**src/rtl/taxi_axi_sched_pkg.sv**
```systemverilog
// +----------------------------------------------------------------------------+
// | taxi_axi_sched_pkg : shared types for the AXI write-path scheduler          |
// | Revision: 1.0                                                               |
// +----------------------------------------------------------------------------+
`default_nettype none

package taxi_axi_sched_pkg;

   typedef enum logic [0:0] {
      IDLE  = 1'b0,
      GRANT = 1'b1
   } aw_state_t;

endpackage

`default_nettype wire

```
**src/rtl/taxi_axi_wr_sched_fifo.sv**
```systemverilog
// +----------------------------------------------------------------------------+
// | taxi_axi_wr_sched_fifo : small index FIFO recording requester grant order   |
// | Revision: 1.0                                                               |
// +----------------------------------------------------------------------------+
`default_nettype none

module taxi_axi_wr_sched_fifo #(
   parameter int DEPTH = 4,
   parameter int WIDTH = 2
) (
   input  logic             clk,
   input  logic             rst_n,
   input  logic             push,
   input  logic [WIDTH-1:0] push_data,
   input  logic             pop,
   output logic             full,
   output logic             empty,
   output logic [WIDTH-1:0] head
);

   localparam int PTR_W = $clog2(DEPTH);

   logic [WIDTH-1:0] r_mem [DEPTH];
   logic [PTR_W-1:0] r_wr_ptr;
   logic [PTR_W-1:0] r_rd_ptr;
   logic [PTR_W:0]   r_count;
   logic             w_push;
   logic             w_pop;

   assign full   = (r_count == (PTR_W+1)'(DEPTH));
   assign empty  = (r_count == '0);
   assign w_pop  = pop && !empty;
   // A pop in the same cycle frees the slot, so a full FIFO may still accept.
   assign w_push = push && (!full || w_pop);
   assign head   = empty ? '0 : r_mem[r_rd_ptr];

   always_ff @(posedge clk or negedge rst_n) begin
      if (!rst_n) begin
         r_wr_ptr <= '0;
         r_rd_ptr <= '0;
         r_count  <= '0;
      end else begin
         if (w_push) r_wr_ptr <= r_wr_ptr + 1'b1;
         if (w_pop)  r_rd_ptr <= r_rd_ptr + 1'b1;
         case ({w_push, w_pop})
            2'b10:   r_count <= r_count + 1'b1;
            2'b01:   r_count <= r_count - 1'b1;
            default: r_count <= r_count;
         endcase
      end
   end

   always_ff @(posedge clk) begin
      if (w_push) r_mem[r_wr_ptr] <= push_data;
   end

endmodule

`default_nettype wire

```
**src/rtl/taxi_axi_wr_sched.sv**
```systemverilog
// +----------------------------------------------------------------------------+
// | taxi_axi_wr_sched : round-robin AW scheduler, W/B routed in AW grant order  |
// | Revision: 1.0                                                               |
// +----------------------------------------------------------------------------+
`default_nettype none

module taxi_axi_wr_sched
   import taxi_axi_sched_pkg::*;
#(
   parameter int S_COUNT = 4,
   parameter int ISSUE   = 4,
   parameter int W_DEPTH = 4
) (
   input  logic                         clk,
   input  logic                         rst_n,
   input  logic [S_COUNT-1:0]           s_aw_valid,
   output logic [S_COUNT-1:0]           s_aw_ready,
   output logic                         m_aw_valid,
   input  logic                         m_aw_ready,
   output logic [$clog2(S_COUNT)-1:0]   aw_sel,
   input  logic [S_COUNT-1:0]           s_w_valid,
   input  logic [S_COUNT-1:0]           s_w_last,
   output logic [S_COUNT-1:0]           s_w_ready,
   output logic                         m_w_valid,
   input  logic                         m_w_ready,
   output logic [$clog2(S_COUNT)-1:0]   w_sel,
   input  logic                         m_b_valid,
   output logic                         m_b_ready,
   output logic [S_COUNT-1:0]           s_b_valid,
   input  logic [S_COUNT-1:0]           s_b_ready,
   output logic [$clog2(S_COUNT)-1:0]   b_sel,
   output logic                         busy
);

   localparam int SEL_W = $clog2(S_COUNT);

   aw_state_t        r_state;
   aw_state_t        w_state_next;
   logic [SEL_W-1:0] r_aw_sel;
   logic [SEL_W-1:0] r_rr;
   logic [SEL_W-1:0] w_pick;
   logic             w_found;
   logic             w_grant;
   logic             w_aw_hs;
   logic             w_wf_full;
   logic             w_wf_empty;
   logic [SEL_W-1:0] w_wf_head;
   logic             w_wf_pop;
   logic             w_bf_full;
   logic             w_bf_empty;
   logic [SEL_W-1:0] w_bf_head;
   logic             w_bf_pop;

   function automatic logic [SEL_W-1:0] wrap_add(input logic [SEL_W-1:0] a, input int b);
      int s;
      s = int'(a) + b;
      if (s >= S_COUNT) s = s - S_COUNT;
      return SEL_W'(s);
   endfunction

   // A new grant needs room in both order FIFOs; the B FIFO depth is the issue limit.
   assign w_grant = (|s_aw_valid) && !w_wf_full && !w_bf_full;
   assign w_aw_hs = (r_state == GRANT) && m_aw_ready;

   always_comb begin
      w_pick  = '0;
      w_found = 1'b0;
      for (int i = 0; i < S_COUNT; i++) begin
         if (!w_found && s_aw_valid[wrap_add(r_rr, i)]) begin
            w_found = 1'b1;
            w_pick  = wrap_add(r_rr, i);
         end
      end
   end

   always_ff @(posedge clk or negedge rst_n) begin
      if (!rst_n) r_state <= IDLE;
      else        r_state <= w_state_next;
   end

   always_comb begin
      w_state_next = r_state;
      case (r_state)
         IDLE:    if (w_grant) w_state_next = GRANT;
         GRANT:   if (m_aw_ready) w_state_next = IDLE;
         default: w_state_next = IDLE;
      endcase
   end

   always_comb begin
      m_aw_valid = 1'b0;
      s_aw_ready = '0;
      if (r_state == GRANT) begin
         m_aw_valid           = 1'b1;
         s_aw_ready[r_aw_sel] = m_aw_ready;
      end
   end

   always_ff @(posedge clk or negedge rst_n) begin
      if (!rst_n) begin
         r_aw_sel <= '0;
         r_rr     <= '0;
      end else begin
         if (r_state == IDLE && w_grant) r_aw_sel <= w_pick;
         if (w_aw_hs)                    r_rr     <= wrap_add(r_aw_sel, 1);
      end
   end

   assign aw_sel = r_aw_sel;
   assign busy   = !w_bf_empty || (r_state == GRANT);

   taxi_axi_wr_sched_fifo #(
      .DEPTH (W_DEPTH),
      .WIDTH (SEL_W)
   ) u_w_order (
      .clk       (clk),
      .rst_n     (rst_n),
      .push      (w_aw_hs),
      .push_data (r_aw_sel),
      .pop       (w_wf_pop),
      .full      (w_wf_full),
      .empty     (w_wf_empty),
      .head      (w_wf_head)
   );

   taxi_axi_wr_sched_fifo #(
      .DEPTH (ISSUE),
      .WIDTH (SEL_W)
   ) u_b_order (
      .clk       (clk),
      .rst_n     (rst_n),
      .push      (w_aw_hs),
      .push_data (r_aw_sel),
      .pop       (w_bf_pop),
      .full      (w_bf_full),
      .empty     (w_bf_empty),
      .head      (w_bf_head)
   );

   always_comb begin
      m_w_valid = 1'b0;
      s_w_ready = '0;
      w_wf_pop  = 1'b0;
      if (!w_wf_empty) begin
         m_w_valid            = s_w_valid[w_wf_head];
         s_w_ready[w_wf_head] = m_w_ready;
         w_wf_pop             = s_w_valid[w_wf_head] && m_w_ready && s_w_last[w_wf_head];
      end
   end

   assign w_sel = w_wf_head;

   // With no write outstanding a stray B response is never acknowledged.
   always_comb begin
      m_b_ready = 1'b0;
      s_b_valid = '0;
      w_bf_pop  = 1'b0;
      if (!w_bf_empty) begin
         s_b_valid[w_bf_head] = m_b_valid;
         m_b_ready            = s_b_ready[w_bf_head];
         w_bf_pop             = m_b_valid && s_b_ready[w_bf_head];
      end
   end

   assign b_sel = w_bf_head;

endmodule

`default_nettype wire
```
**config.mk**
```make
export PLATFORM = sky130hd
export DESIGN_NAME = taxi_axi_wr_sched
export DESIGN_NICKNAME = d
export VERILOG_FILES = /design/src/rtl/taxi_axi_sched_pkg.sv /design/src/rtl/taxi_axi_wr_sched_fifo.sv /design/src/rtl/taxi_axi_wr_sched.sv
export SDC_FILE = /design/constraint.sdc
export NUM_CORES = 1
export LEC_CHECK = 0
export BUFFER_PORTS_ARGS = -buffer_cell sky130_fd_sc_hd__clkbuf_2
export CAP_MARGIN = 40
export CORE_UTILIZATION = 49
export DETAILED_ROUTE_END_ITERATION = 6
export PLACE_DENSITY = 0.75
export SLEW_MARGIN = 20
export SYNTH_ARGS = -nofsm -noshare
export SYNTH_HDL_FRONTEND = slang
export SYNTH_SLANG_ARGS = --single-unit
```
**constraint.sdc**
```tcl
create_clock -name clk -period 2.7 [get_ports clk]
set_clock_uncertainty 0.1 [all_clocks]
set_input_delay 0.405 -clock clk [delete_from_list [all_inputs] [get_ports clk]]
set_output_delay 0.405 -clock clk [all_outputs]
set_load 0.01 [all_outputs]
```
; ---- Yosys cells after proc, flatten, opt, wreduce, memory -nomap -nowiden
; Memory sizes are Yosys's and may differ from the RTL's.
; Cells that the tools add are included.
[totals]
register_bits = 19
ramBits = 16
input_bits = 21
out_inout_bits = 22
word_cells = 136
n_memories = 2
[op_classes]
n_addsub = 17
order_cmp = 15
n_eq_ne = 6
mux = 51
bitwise_logic = 4
reduce_logical = 32
[mem_list]
columns = name, words, word_bits, rd, rd_clocked_by_memory_dff, write_ports, line
row1 = u_b_order.r_mem, 4, 2, 1, 0, 1, taxi_axi_wr_sched_fifo.sv:23  ; logic [WIDTH-1:0] r_mem [DEPTH];
row2 = u_w_order.r_mem, 4, 2, 1, 0, 1, taxi_axi_wr_sched_fifo.sv:23
[ops]
columns = op, count
row1 = $mux 1, 24
row2 = $mux 2, 11
row3 = $lt 2x3->1 const B, 7
row4 = $logic_and 1x1->1, 17
row5 = $bmux 1 s2, 7
row6 = $and 4x4->4, 3
row7 = $ge 3x3->1 const B, 4
row8 = $mux 4, 3
row9 = $pmux 3 s2, 2
row10 = $sub 2x1->2 const B, 5
row11 = $add 2x1->2 const B, 4
row12 = $logic_not 1->1, 7
row13 = $add 2x1->3 const B, 2
row14 = $add 2x2->3 const B, 2
row15 = $add 3x1->3 const B, 2
row16 = $demux 1 s2, 3
row17 = $eq 3x3->1 const B, 2
row18 = $ge 2x1->1 const B, 3
row19 = $logic_not 3->1, 2
row20 = $sub 3x1->3 const B, 2
row21 = $eq 2x1->1 const B, 2
row22 = $eq 2x2->1 const B, 2
row23 = $reduce_bool 2->1, 2
row24 = $reduce_or 4->1, 1
row25 = 4 further kinds, 6

; ---- Depth between registers and ports, before layout
; Gate-level depths: netlist of run 1.
[depth]
ltp_word = 14
mapped_depth = 13
ltp_nobuf = 12

; ---- Modules after synthesis
; Synthesis of run 1 repeated with hierarchy kept, for this count alone.
[hier_totals]
hier_cells = 159
area_unflattened_um2 = 1991.9
[modules_own_cells]
columns = mod, n_inst, cells_per_inst, area_each_um2, seq_area_each_um2
row1 = taxi_axi_wr_sched_fifo, 2, 50, 735.7, 415.4
row2 = taxi_axi_wr_sched, 1, 59, 520.5, 125.1

; ---- Worst setup path after synthesis of run 1
; OpenSTA, ideal clock, no wires.
[synth_timing]
path_kind = register to register
startpoint = register u_w_order.r_rd_ptr[0]
endpoint = register u_w_order.r_count[2]
setup_time_ps = 79
t_arrival_ps = 2756
slack_ps = -236
path_stages_with_launch = 14
synth_period_minus_slack_ps = 2936
cell_sequence = dfrtp_1 -> buf_6 -> mux4_2 -> o21a_1 -> o22a_2 -> nand3_2 -> inv_1 -> o21ai_0 -> ha_1 -> inv_1 -> fa_1 -> xor2_1 -> nor2_1 -> xor2_1
[synth_between]
elab_chain_cells = 12
[synth_rtl]
columns = item, line
row1 = "start, declared", taxi_axi_wr_sched_fifo.sv:25  ; logic [PTR_W-1:0] r_rd_ptr;
row2 = "start signal, assigned", taxi_axi_wr_sched_fifo.sv:44  ; if (w_pop) r_rd_ptr <= r_rd_ptr + 1'b1;
row3 = $mem_v2 4x2 *, --
row4 = $mux 2 *, taxi_axi_wr_sched_fifo.sv:35  ; assign head = empty ? '0 : r_mem[r_rd_ptr];
row5 = $bmux 1 s2, taxi_axi_wr_sched.sv:147  ; w_wf_pop = s_w_valid[w_wf_head] && m_w_ready && s_w_last[w_wf_head];
row6 = $mux 1 (implied by the code), taxi_axi_wr_sched.sv:147
row7 = $logic_and 1x1->1, taxi_axi_wr_sched.sv:147
row8 = $logic_and 1x1->1 *, taxi_axi_wr_sched.sv:147
row9 = $mux 1 *, taxi_axi_wr_sched.sv:144  ; if (!w_wf_empty) begin
row10 = $logic_and 1x1->1 *, taxi_axi_wr_sched_fifo.sv:32  ; assign w_pop = pop && !empty;
row11 = named net u_w_order.w_pop, taxi_axi_wr_sched_fifo.sv:28  ; logic w_pop;
row12 = $logic_or 1x1->1, taxi_axi_wr_sched_fifo.sv:34  ; assign w_push = push && (!full || w_pop);
row13 = $logic_and 1x1->1, taxi_axi_wr_sched_fifo.sv:34
row14 = $eq 2x1->1 / $eq 2x2->1 (equally long branches), taxi_axi_wr_sched_fifo.sv:45  ; case ({w_push, w_pop})
row15 = $pmux 3 s2 / $reduce_bool 2->1 (equally long branches), --
row16 = "end signal, assigned", taxi_axi_wr_sched_fifo.sv:46  ; 2'b10: r_count <= r_count + 1'b1;
row17 = "end signal, assigned", taxi_axi_wr_sched_fifo.sv:47  ; 2'b01: r_count <= r_count - 1'b1;
row18 = "end signal, assigned", taxi_axi_wr_sched_fifo.sv:48  ; default: r_count <= r_count;
row19 = "end, declared", taxi_axi_wr_sched_fifo.sv:26  ; logic [PTR_W:0] r_count;
; Mark *: on every way through the listed nets, which the timed path passes. The rest lies on a longest branch. The select of a mux whose other input is x is not followed.
; A chain may end at the register's enable or synchronous reset.

; ---- Worst setup path after layout of run 1
; Same ends and word-level chain as after synthesis.

==> results of run 1 <==
-- per-stage QoR --
stage          setup WS [ns]  util (%)  cell area (um^2)  cells  setup TNS, ns
3_3_place_gp        -0.08052     62.63              2541    301        -0.1589
5_1_grt              -0.2570     68.21              2768    318        -0.7657
6_report             -0.1261     68.21              2768    318        -0.1836
2_1_floorplan        -0.1170         -              2137    192        -0.2371
4_1_cts              -0.1147     67.22              2728    315        -0.1634
3_5_place_dp         -0.1608     62.63              2541    301        -0.3919
-- registers in the layout, indices dropped and copies added, names as in the netlist --
| signal | flops |
|---|---|
| u_b_order.r_rd_ptr | 2 |
| u_w_order.r_wr_ptr | 2 |
| u_b_order.r_wr_ptr | 2 |
| u_w_order.r_rd_ptr | 2 |
| r_state | 1 |
| u_w_order.r_count | 3 |
| u_b_order.r_mem | 8 |
| r_rr | 2 |
| u_b_order.r_count | 3 |
| u_w_order.r_mem | 8 |
| aw_sel | 2 |
-- layer usage --
metal	wire (um)	GRT usage, %
met4	38	7.447
met3	104	3.209
met2	2240	39.48
met5	0	0
met1	2029	26.66
-- area by class of cell --
class	instances	area (um^2)	share of cell area, %
inverter	17	66.31	2.396
clock buffer	5	68.82	2.486
sequential	35	955.9	34.54
tap	50	62.56	2.260
clock inverter	3	38.79	1.401
timing repair buffer	71	430.4	15.55
multi-input combinational	137	1145	41.37
-- cell usage after synthesis, types with 3 or more instances --
cell,instances
nand2_1,20
dfrtp_1,19
inv_1,17
edfxtp_1,16
ha_1,14
nor2_1,13
and3_1,7
mux2i_1,7
o21ai_0,7
a21oi_1,6
and2_1,6
xnor2_1,6
xor2_1,5
mux4_2,4
nand3b_1,3
-- worst paths after layout --
kind                                  startpoint                    to  slack [ns]  cells past startpoint
setup / recovery           u_w_order.r_rd_ptr[0]  u_w_order.r_count[2]       -0.13                     12
hold / removal                     s_aw_valid[0]             aw_sel[0]        0.36                      4
setup reg to reg           u_w_order.r_rd_ptr[0]  u_w_order.r_count[2]       -0.13                     12
hold reg to reg             u_b_order.r_count[2]  u_b_order.r_count[2]        0.43                      1
max in group asynchronous                  rst_n  u_b_order.r_count[1]        1.64                      2
min in group asynchronous                  rst_n  u_w_order.r_count[2]        0.52                      2
-- worst min-delay path: cells and delay by family --
kind	cells	cell delay, ns
and+or+nand+nor	2	0.12
AOI/OAI and AO/OA	1	0.08
buffers and inverters	1	0.10
-- cell families after synthesis --
kind of cell | after synthesis
DFF | 35
muxes | 14
buffers and inverters | 20
AOI/OAI and AO/OA | 27
xor gates and xnor gates | 11
adders and majority gates | 16
and+or+nand+nor | 69
-- power by group through the flow --
stage	Sequential, uW	Combinational (uW)	Clock (uW)
floorplan	969	1150	0
global placement	1020	1660	0
detailed placement	1030	1700	0
CTS	1020	1820	459
global route	1050	2130	481
finish	1030	1900	455
-- timing repair --
action | in CTS | in global routing
endpoints found under the hold margin | 19 | 0
setup buffers | 5 | 3
resized for setup | 8 | 4
hold buffers | 1 | 0
endpoints found under the setup margin | 5 | 5
pin swaps | 6 | 2
cloned | 0 | 0
==> results_dict.tcl, run 1 <==
set metrics [dict create \
    fin_ws_ns -0.1261 \
    setup_viol 3 \
    synth_edf_count 16 \
    coreArea_um2 4058 \
    hold_violations 0 \
    synthMuxAreaShare_pct 9.360 \
    synth_nets 229 \
    wl_per_cell_um 13.88 \
    rows 23 \
    final_cell_mix "42 x clkbuf_2, 28 x buf_4, 20 x nand2_1" \
    wl_um 4413 \
    period_share_pct 104.7 \
    ys_ff_latch 35 \
    first_iter_violations 71 \
    fmax_mhz 353.8 \
    criticalPathCategory "register to register" \
    clock_latency_ns 0.28 \
    swShare_pct 39.41 \
    cts_sinks 35 \
    leakagePower_uw 0.001289 \
    ir_worst_vdd_uv 557.1 \
    grt_pass1_wl_um 7417 \
    nets 304 \
    end_kind "register" \
    synth.largest_area_cell "edfxtp_1" \
    p_int_uw 2047 \
    p_per_area_nw_per_um2 1221 \
    period_needed_ns 2.826 \
    syn_area_um2 2112 \
    grt_antenna_before_repair 0 \
    place_congestion 0.7866 \
    dpl.hpwl_um 3179 \
    die_h_um 67.65 \
    synthSimpleGateAreaFrac_pct 17.18 \
    ys_types 45 \
    yosysWarnings 0 \
    path_common_cell "xor2_1" \
    dr.pass1.iters 4 \
    final_common_cell "clkbuf_2" \
    synthAdderAreaFrac_pct 10.19 \
    die_w_um 67.65 \
    max-clock-path-buffers 2 \
    drv_cap 0 \
    cts_max_level 2 \
    rsz0062_at_grt "true" \
    clk_pin_slew_worst_paths_ns 0.07 \
    whs_ns 0.3555 \
    power.total_uw 3379 \
    track_usage_pct 22.02 \
    cts_buffers 5 \
    vias_per_cell 5.226 \
    combPwrFrac_pct 56.2 \
    clock_power_share_pct 13.5 \
    cts_tree "done" \
    violations "setup timing" \
    cp_top_family "multiplexers" \
    num-fill-cells 294 \
    n_antenna_cell 0 \
    power.share.sequential_pct 30.3 \
    ant_nets 0 \
    slew_headroom_pct 66.61 \
    ioPinCount 43 \
    hold_path.class "input port to register" \
    synth_xor_area_share_pct 4.562 \
    synthFlopType "dfrtp_1" \
    critPathMaxFanout 6 \
    first_global_vias 1685 \
    synth_area_leaders "edfxtp_1 23%, dfrtp_1 23%, ha_1 8.3%" \
    synth_top_cell_area_share_pct 22.75 \
    drive_above_1_share_pct 38.81 \
    drv_slew 0 \
    syn_inst 192 \
    critPathBufInv 2 \
    synth_compound_area_share_pct 9.538 \
    port_buffers 42 \
    critical_path_arrival_ns 2.93 \
    area_growth_pct 31.04 \
    slowest_delay_ns 0.62 \
    outcome "finished, violations left" \
    seq_area_frac_synth_pct 45.26 \
    slowest_stage "mux4_2" \
    cp.required_ns 2.81 \
    worst_pin_slew_ns 0.5009 \
    grt-ovfl-total 0 \
    initial_core_util_pct 52.05 \
    syn_avg_cell_area_um2 11.00 \
    cp_cell_sequence "mux4_2, o21a_1, o22a_2, nand3_4, inv_4, o21ai_2, ha_2, inv_2, fa_2, xor2_1, nor2_1, xor2_1" \
    die-area_um2 4577 \
    p_switching_uw 1332 \
    drc_errors 0 \
    num_vias 1662 \
    grt_max_degree 20 \
    synth_top_family_by_area "simple AND/OR/NAND/NOR gates" \
    postSynth.asyncResetShare_pct 54.29 \
    startpoint_type "register" \
    cts-root-buf "clkbuf_8" \
]
Power figures use the tool's default switching activity.
==> inputs of run 2 (changes only) <==
--- a/config.mk
+++ b/config.mk
@@ -7,9 +7,10 @@
 export LEC_CHECK = 0
 export BUFFER_PORTS_ARGS = -buffer_cell sky130_fd_sc_hd__clkbuf_2
 export CAP_MARGIN = 40
-export CORE_UTILIZATION = 49
+export CORE_UTILIZATION = 51
+export CTS_BUF_LIST = sky130_fd_sc_hd__clkbuf_8
 export DETAILED_ROUTE_END_ITERATION = 6
-export PLACE_DENSITY = 0.75
+export PLACE_DENSITY = 0.78
 export SLEW_MARGIN = 20
 export SYNTH_ARGS = -nofsm -noshare
 export SYNTH_HDL_FRONTEND = slang
==> run 2 against run 1 <==
Net effect:
- the run still ends with setup timing left
- die area fell by 3.8%
- flip-flop and latch count unchanged
- core utilization grew 0.39 points
- count of clock-buffer cells in the layout unchanged
==> results_dict.tcl, run 2 (synthesized netlist as in run 1, its figures left out) <==
set metrics [dict create \
    outcome "finished, violations left" \
    violations "setup timing" \
    drc_errors 0 \
    hold_violations 0 \
    fin_cells 317 \
    coreArea_um2 4000 \
    combPwrFrac_pct 58.0 \
    fmax_mhz 348.1 \
    grt_max_degree 20 \
    end_kind "register" \
    swShare_pct 40.29 \
    reg.largest.list "u_b_order.r_mem: 8 flops, u_w_order.r_mem: 8 flops" \
    fin_area_um2 2744 \
    track_usage_pct 21.44 \
    grt-ovfl-total 0 \
    die_h_um 66.35 \
    die-area_um2 4402 \
    num-fill-cells 296 \
    worstSetupStartpoint "u_w_order.r_rd_ptr[0]" \
    hp-start "s_aw_valid[0]" \
    dp.cells 301 \
    first_iter_violations 97 \
    nets 303 \
    wl_um 4355 \
    dr.pass1.iters 4 \
    area_growth_pct 29.92 \
    n_antenna_cell 0 \
    fin_util_pct 68.60 \
    max-clock-path-buffers 2 \
    worst_pin_slew_ns 0.5253 \
    placed_area_um2 2541 \
    num_vias 1633 \
    critPathMaxFanout 5 \
    vias_per_cell 5.151 \
    initial_core_util_pct 52.80 \
    rsz0062_at_grt "true" \
    grt_pass1_wl_um 7010 \
    first_global_vias 1528 \
    clk_pin_slew_worst_paths_ns 0.07 \
    ir_worst_vdd_uv 655.1 \
    ioPinCount 43 \
    final_common_cell "clkbuf_2" \
    p_int_uw 1956 \
    fin_ws_ns -0.1730 \
    final_cell_mix "42 x clkbuf_2, 25 x buf_4, 19 x nand2_1, 19 x dfrtp_1, 16 x edfxtp_1" \
    period_share_pct 106.4 \
    drv_slew 0 \
    ant_nets 0 \
    regArea_um2 955.9 \
    wl_per_cell_um 13.74 \
    cts_buffers 5 \
    cts-root-buf "clkbuf_8" \
    rows 23 \
    leakagePower_uw 0.001279 \
    slowest_delay_ns 0.61 \
    clock_power_share_pct 10.8 \
    r2r-start "u_w_order.r_rd_ptr[0]" \
    critical_path_arrival_ns 2.98 \
    hold_path.class "input port to register" \
    power.share.sequential_pct 31.1 \
    die_w_um 66.35 \
    p_switching_uw 1320 \
    path_common_cell "xor2_1" \
    criticalPathCategory "register to register" \
    multi_input_area_um2 1147 \
    dpl.hpwl_um 3183 \
    p_per_area_nw_per_um2 1194 \
    port_buffers 42 \
    drv_cap 0 \
    grt_antenna_before_repair 0 \
    cts_sinks 35 \
    cts_max_level 2 \
    slew_headroom_pct 64.98 \
    drive_above_1_share_pct 38.58 \
    slowest_stage "mux4_2" \
    startpoint_type "register" \
    clock_latency_ns 0.29 \
    cp_cell_sequence "mux4_2, o21a_1, o22a_2, nand3_4, inv_4, o21ai_2, ha_2, inv_2, fa_2, xor2_1, nor2_1, xor2_1" \
    cts_tree "done" \
    period_needed_ns 2.873 \
    place_congestion 0.7529 \
    setup_viol 2 \
    cp.required_ns 2.81 \
]
==> run 2: per-stage QoR <==
step	worst slack, ns	power (uW)	TNS, ns	hold WS, ns
floorplan	-0.1170	2123	-0.2371	0.009409
global placement	-0.04621	2678	-0.07976	0.3004
global route	-0.3075	3558	-0.7461	0.3804
detailed placement	-0.2117	2736	-0.3941	0.3058
finish	-0.1730	3275	-0.2538	0.3607
CTS	-0.1475	3193	-0.1875	0.3507
==> run 2: final cells by class <==
class / count / area share [%]
well taps: 50 / 2.280
flip-flops and latches: 35 / 34.84
clock inverters: 3 / 0.4560
repair buffers: 70 / 15.69
multi-input cells: 137 / 41.81
clock buffers: 5 / 2.508
inverters: 17 / 2.417
==> run 2: power by group through the flow <==
stage | combinational [uW] | clock (uW) | sequential (uW)
floorplan | 1150 | 0 | 969
global placement | 1660 | 0 | 1020
detailed placement | 1710 | 0 | 1020
CTS | 1810 | 360 | 1020
global route | 2120 | 382 | 1060
finish | 1900 | 355 | 1020
==> run 2: repair_timing <==
item,4_1_cts,5_1_grt
setup endpoints to repair,4,5
hold buffers,1,0
pin swaps,5,6
gates cloned,0,0
hold endpoints to repair,15,0
setup buffers,4,3
resized for setup,9,7
==> run 2: final timing paths <==
check,slack (ns),endpoint,cells after the start
worst min-delay path,0.36,aw_sel[0],4
worst min register to register,0.42,u_b_order.r_count[0],1
worst max register to register,-0.17,u_w_order.r_count[2],12
worst max-delay path,-0.17,u_w_order.r_count[2],12
min in group asynchronous,0.55,u_b_order.r_rd_ptr[0],2
max in group asynchronous,1.59,u_b_order.r_wr_ptr[1],2
==> run 2: worst max-delay path, delay by kind of cell, from the launching register on <==
kind	cells	cell delay, ns
AO/OA/AOI/OAI	3	0.53
XOR/XNOR	2	0.33
adder cells (fa/ha/maj)	2	0.53
buffers and inverters	2	0.08
flip-flops	1	0.41
multiplexers	1	0.61
AND/OR/NAND/NOR	2	0.20
==> run 2: metal layers <==
metal / part of all wire (%) / GRT usage [%]
met5: 0 / 0
met4: 1.1 / 7.181
met3: 2.5 / 3.103
met2: 49 / 34.57
met1: 47 / 29.56
